===== src/rtl/pipe_stage_buffer.sv =====
// Pipeline-stage register with valid/ready handshake, 2-entry skid buffer, stall (lock) and flush.
// Latency: 1 cycle from accept to out_valid; sustains one transfer per cycle while out_ready=1.
// Backpressure: in_ready drops when both entries are held or lock=1; optional stats via PIPE_BUF_STATS_EN.
module pipe_stage_buffer #(
  parameter int                 DATA_W   = 32,
  parameter int                 CTRL_W   = 16,
  parameter logic [DATA_W-1:0]  NOP_DATA = '0
) (
  input  logic              clk,
  input  logic              rst_b,
  input  logic              lock,
  input  logic              flush,
  input  logic              in_valid,
  output logic              in_ready,
  input  logic [DATA_W-1:0] in_data,
  input  logic [CTRL_W-1:0] in_ctrl,
  output logic              out_valid,
  input  logic              out_ready,
  output logic [DATA_W-1:0] out_data,
  output logic [CTRL_W-1:0] out_ctrl,
  output logic              out_is_nop
`ifdef PIPE_BUF_STATS_EN
  ,
  output logic [15:0]       stat_stall_cnt,
  output logic [15:0]       stat_flush_cnt
`endif
);

  typedef enum logic [1:0] {
    EMPTY = 2'd0,
    ONE   = 2'd1,
    FULL  = 2'd2
  } state_t;

  state_t              state_q, state_d;
  logic [DATA_W-1:0]   main_data_q, main_data_d;
  logic [CTRL_W-1:0]   main_ctrl_q, main_ctrl_d;
  logic [DATA_W-1:0]   skid_data_q, skid_data_d;
  logic [CTRL_W-1:0]   skid_ctrl_q, skid_ctrl_d;
  logic                accept;
  logic                drain;

  // Handshake outputs come from the registered state; lock hides the head and blocks upstream.
  always_comb begin
    in_ready   = (state_q != FULL) && !lock;
    out_valid  = (state_q != EMPTY) && !lock;
    out_is_nop = !out_valid;
    out_data   = out_valid ? main_data_q : NOP_DATA;
    out_ctrl   = out_valid ? main_ctrl_q : '0;
    accept     = in_valid && in_ready && !flush;
    drain      = out_valid && out_ready && !flush;
  end

  // Next-state and register-load decisions; main is always the oldest entry.
  always_comb begin
    state_d     = state_q;
    main_data_d = main_data_q;
    main_ctrl_d = main_ctrl_q;
    skid_data_d = skid_data_q;
    skid_ctrl_d = skid_ctrl_q;
    if (flush) begin
      // Held entries are discarded by forgetting them; stale data stays masked.
      state_d = EMPTY;
    end else begin
      unique case (state_q)
        EMPTY: begin
          if (accept) begin
            main_data_d = in_data;
            main_ctrl_d = in_ctrl;
            state_d     = ONE;
          end
        end
        ONE: begin
          if (accept && drain) begin
            main_data_d = in_data;
            main_ctrl_d = in_ctrl;
          end else if (accept) begin
            skid_data_d = in_data;
            skid_ctrl_d = in_ctrl;
            state_d     = FULL;
          end else if (drain) begin
            state_d = EMPTY;
          end
        end
        FULL: begin
          if (drain) begin
            main_data_d = skid_data_q;
            main_ctrl_d = skid_ctrl_q;
            state_d     = ONE;
          end
        end
        default: state_d = EMPTY;
      endcase
    end
  end

  // State and entry registers with synchronous active-low reset.
  always_ff @(posedge clk) begin
    if (!rst_b) begin
      state_q     <= EMPTY;
      main_data_q <= NOP_DATA;
      main_ctrl_q <= '0;
      skid_data_q <= NOP_DATA;
      skid_ctrl_q <= '0;
    end else begin
      state_q     <= state_d;
      main_data_q <= main_data_d;
      main_ctrl_q <= main_ctrl_d;
      skid_data_q <= skid_data_d;
      skid_ctrl_q <= skid_ctrl_d;
    end
  end

`ifdef PIPE_BUF_STATS_EN
  logic [15:0] stall_cnt_q, stall_cnt_d;
  logic [15:0] flush_cnt_q, flush_cnt_d;

  // Saturating event counters: stalled head or lock, and flushes that discard something.
  always_comb begin
    stall_cnt_d = stall_cnt_q;
    flush_cnt_d = flush_cnt_q;
    if (((out_valid && !out_ready) || lock) && (stall_cnt_q != 16'hFFFF))
      stall_cnt_d = stall_cnt_q + 16'd1;
    if (flush && (state_q != EMPTY) && (flush_cnt_q != 16'hFFFF))
      flush_cnt_d = flush_cnt_q + 16'd1;
  end

  // Counter registers, cleared by reset.
  always_ff @(posedge clk) begin
    if (!rst_b) begin
      stall_cnt_q <= '0;
      flush_cnt_q <= '0;
    end else begin
      stall_cnt_q <= stall_cnt_d;
      flush_cnt_q <= flush_cnt_d;
    end
  end

  assign stat_stall_cnt = stall_cnt_q;
  assign stat_flush_cnt = flush_cnt_q;
`endif

endmodule


===== config.mk =====
export PLATFORM = sky130hd
export DESIGN_NAME = pipe_stage_buffer
export DESIGN_NICKNAME = d
export VERILOG_FILES = /design/src/rtl/pipe_stage_buffer.sv
export SDC_FILE = /design/constraint.sdc
export NUM_CORES = 1
export LEC_CHECK = 0
export BUFFER_PORTS_ARGS = -buffer_cell sky130_fd_sc_hd__buf_2
export CORE_MARGIN = 4
export CORE_UTILIZATION = 58
export DETAILED_ROUTE_END_ITERATION = 8
export PLACE_DENSITY_LB_ADDON = 0.1
export SLEW_MARGIN = 20
export SYNTH_ARGS = -nofsm -noshare
export SYNTH_HDL_FRONTEND = slang
export SYNTH_SLANG_ARGS = --single-unit

===== constraint.sdc =====
create_clock -name clk -period 5.3 [get_ports clk]
set_clock_uncertainty 0.2 [all_clocks]
set_input_delay 0.265 -clock clk [delete_from_list [all_inputs] [get_ports clk]]
set_output_delay 0.265 -clock clk [all_outputs]
set_load 0.005 [all_outputs]

==> metrics.md <==
| Metric | Value |
|---|---|
| Layout cells sized above 1 | 21.46% |
| Rows | 32 |
| Critical path type | in -> reg |
| Max stage delay on crit path | 0.90 ns |
| Final setup vio count | 0 |
| Nets | 678 |
| Crit path DAT | roughly 2.6 ns |
| Worst-skew pair later-pin latency | 0.36 ns |
| Vias/cell | 6.168 |
| ANT cells | 0 |
| Post-Syn Area | about 4700 µm² |
| Crit path time final | approximately 2.6 ns |
| Crit path max-delay family | compound AO/OA/AOI/OAI gates |
| Post-synthesis sequential area ratio | 41.75% |
| P&R area growth vs syn | 24.47% |
| Min-Delay Path Class | in -> reg |
| Die Span Y | 98.02 µm |
| Die area | 9607 µm² |
| Pleak | 2.518 nW |
| Routed met3 length | 760 µm |
| Detailed Routing Iterations Pass 1 | 5 |
| Worst path slowest cell | a22o_2 |
| I/O pin cnt | 105 |
| DR DRC count | 0 |
| Slew headroom | 31.84% |
| Core Util, Final | 74.92% |
| Met1 Wirelength | ~5.5 mm |
| CP max FO | 54 |
| Setup TNS | 0 ns |
| Mapped Nets | 576 |
| Top layer in use | met4 |
| Slew Viols, Final | 0 |
| Pin count of the biggest net entering global routing | 98 |
| Initial Utilization | 60.19% |
| Via count | between 4,000 and 5,000 |
| Most frequent cells in the layout | buf_2, dfxtp_1, a21oi_1, dlygate4sd3_1 |
| Critical path required time | 5.29 ns |
| Maximum VDD drop | 135.1 µV |
| Fmax | 380.5 MHz |
| Final hold vios | 0 |
| PortBufs | 104 |
| Hpwl dp | 6.837 mm |
| Syn Inst Count | about 520 |
| Die X | between 90 and 100 µm |
| Postcts setup bufs | 0 |
| Grt ovf | 0 |
| CTS clock-pin slew for the worst setup and hold paths | 0.09 ns |
| TritonCTS Sinks | 98 |
| GRT Util Overall | 25.92% |
| First-pass GRT wire length | ~21 mm |
| Final ANT Viol Nets | 0 |
| Worst Path Buf+Inv | 2 |
| Tot Pwr | 1.493 mW |
| Initial DRC Count | around 280 |
| Via count of the first global-routing pass | roughly 4,300 |
| Gp weighted congestion | ~0.74 |
| Initial antenna violation count | 0 |
| Power Dens Cells | approximately 260 nW/µm² |
| Routed length per instance | around 18 µm |
| Post-synth top flop | dfxtp_1 |
| #FFs+latches synth | 98 |
| CP Capture Type | register |
| Run status | finished clean |
| Worst-Margin Slew | around 1.0 ns |
| Critical-path cell list | buf_2 > buf_4 > mux2_4 > a22o_2 > a211oi_1 |
| CTS tree | yes |
| Number of synthesized flops with an enable pin | 0 |
| Startpoint types | primary input |
| FILL cells | 595 |
| Detail Route met2 WL | roughly 6.4 mm |
| Post-synth cell types | 27 |
| Ys Warns | 0 |
| Max cap viols | 0 |
| Placeable core area | 7807 µm² |
| Mean Syn Cell Area | between 9 and 10 µm² |
| Final Cycle Share | 49.59% |
| Commonest non-fill, non-tap cell in the layout | buf_2 |
| Detailed Route WL | 12.84 mm |
| Clock root buffer | clkbuf_8 |
| RSZ-0062 raised after global routing | false |
| FFs w/ async S/R, synth | 0% |
| Num CTS Buffers | 9 |
| # H-tree levels | 3 |
| CTS Buffer Depth | 2 |
[path summary, 6_finish.rpt]
| check | start | endpoint | slack (ns) | cells after the start |
|---|---|---|---|---|
| max | out_ready | main_data_q[12] | 2.67 | 5 |
| min | flush | state_q[0] | 0.12 | 3 |
| max reg2reg | state_q[1] | main_data_q[12] | 2.68 | 3 |
| min reg2reg | skid_data_q[4] | skid_data_q[4] | 0.28 | 2 |
[metal layers]
metal | up-vias | global-route usage [%]
met4 | 0 | 7.881
met1 | 2148 | 34.87
li1 | 2164 | -
met2 | 174 | 42.98
met5 | - | 0
met3 | 23 | 4.071
[kinds of logic after synthesis]
group,synth area share (%)
buffers and inverters,6.390
AO/OA/AOI/OAI,27.80
AND/OR/NAND/NOR,13.34
XOR/XNOR,0.1864
flip-flops,41.75
multiplexers,10.54
[flip-flops by register name, summed over array words and instances (netlist names)]
register     count
main_ctrl_q     16
main_data_q     32
skid_ctrl_q     16
skid_data_q     32
state_q          2
[cell usage after synthesis, types with 2 or more instances]
| cell | n | area (µm²) |
|---|---|---|
| dfxtp_1 | 98 | 1962 |
| o21ai_0 | 43 | 215.2 |
| inv_1 | 2 | 7.510 |
| buf_4 | 2 | 15.01 |
| o21ai_1 | 5 | 25.02 |
| nand2_1 | 2 | 7.510 |
| nand3_1 | 48 | 240.2 |
| clkbuf_1 | 41 | 153.9 |
| nor2b_1 | 2 | 12.51 |
| clkbuf_2 | 2 | 10.01 |
| a221oi_1 | 48 | 420.4 |
| and2_1 | 48 | 300.3 |
| a211oi_1 | 48 | 360.4 |
| nand2b_1 | 3 | 18.77 |
| mux2i_1 | 48 | 480.5 |
| a21oi_1 | 50 | 250.2 |
| buf_2 | 22 | 110.1 |
[per-stage QoR]
| step | std cells | hold WS, ns | cell area (µm²) | setup slack, ns |
|---|---|---|---|---|
| detailed placement | 665 | 0.2654 | 5114 | 2.360 |
| floorplan | 522 | 0.2127 | 4700 | 3.514 |
| finish | 731 | 0.1199 | 5849 | 2.672 |
| CTS | 730 | 0.1054 | 5829 | 2.700 |
| global route | 731 | 0.1308 | 5849 | 2.509 |
| global placement | 665 | 0.2590 | 5114 | 2.489 |
[repair_timing]
action / CTS / global route
gates resized for setup: 0 / 0
hold buffers: 49 / 0
endpoints found under the hold margin: 50 / 0
[layout make-up]
class                      count  area (µm²)  area share (%)
clock buffer                  10       137.6           2.353
clock inverter                 6       87.58           1.497
inverter                       3       11.26          0.1925
multi-input combinational    354        2462           42.10
sequential                    98        1962           33.54
tap                          102       127.6           2.182
timing repair buffer         158        1061           18.14
[worst reg2reg max path, stage by stage (launching register included)]
cell and delay (ns):
dfxtp_1 0.54, mux2_4 0.59, a22o_2 0.91, a211oi_1 0.21
[report_power, final]
part           switching (mW)  total [mW]  internal [mW]  leakage [nW]
Combinational          0.0984       0.182         0.0840          1.60
Clock                   0.255       0.535          0.280         0.117
Sequential             0.0127       0.775          0.762         0.797
(Power assumes the default switching activity.)
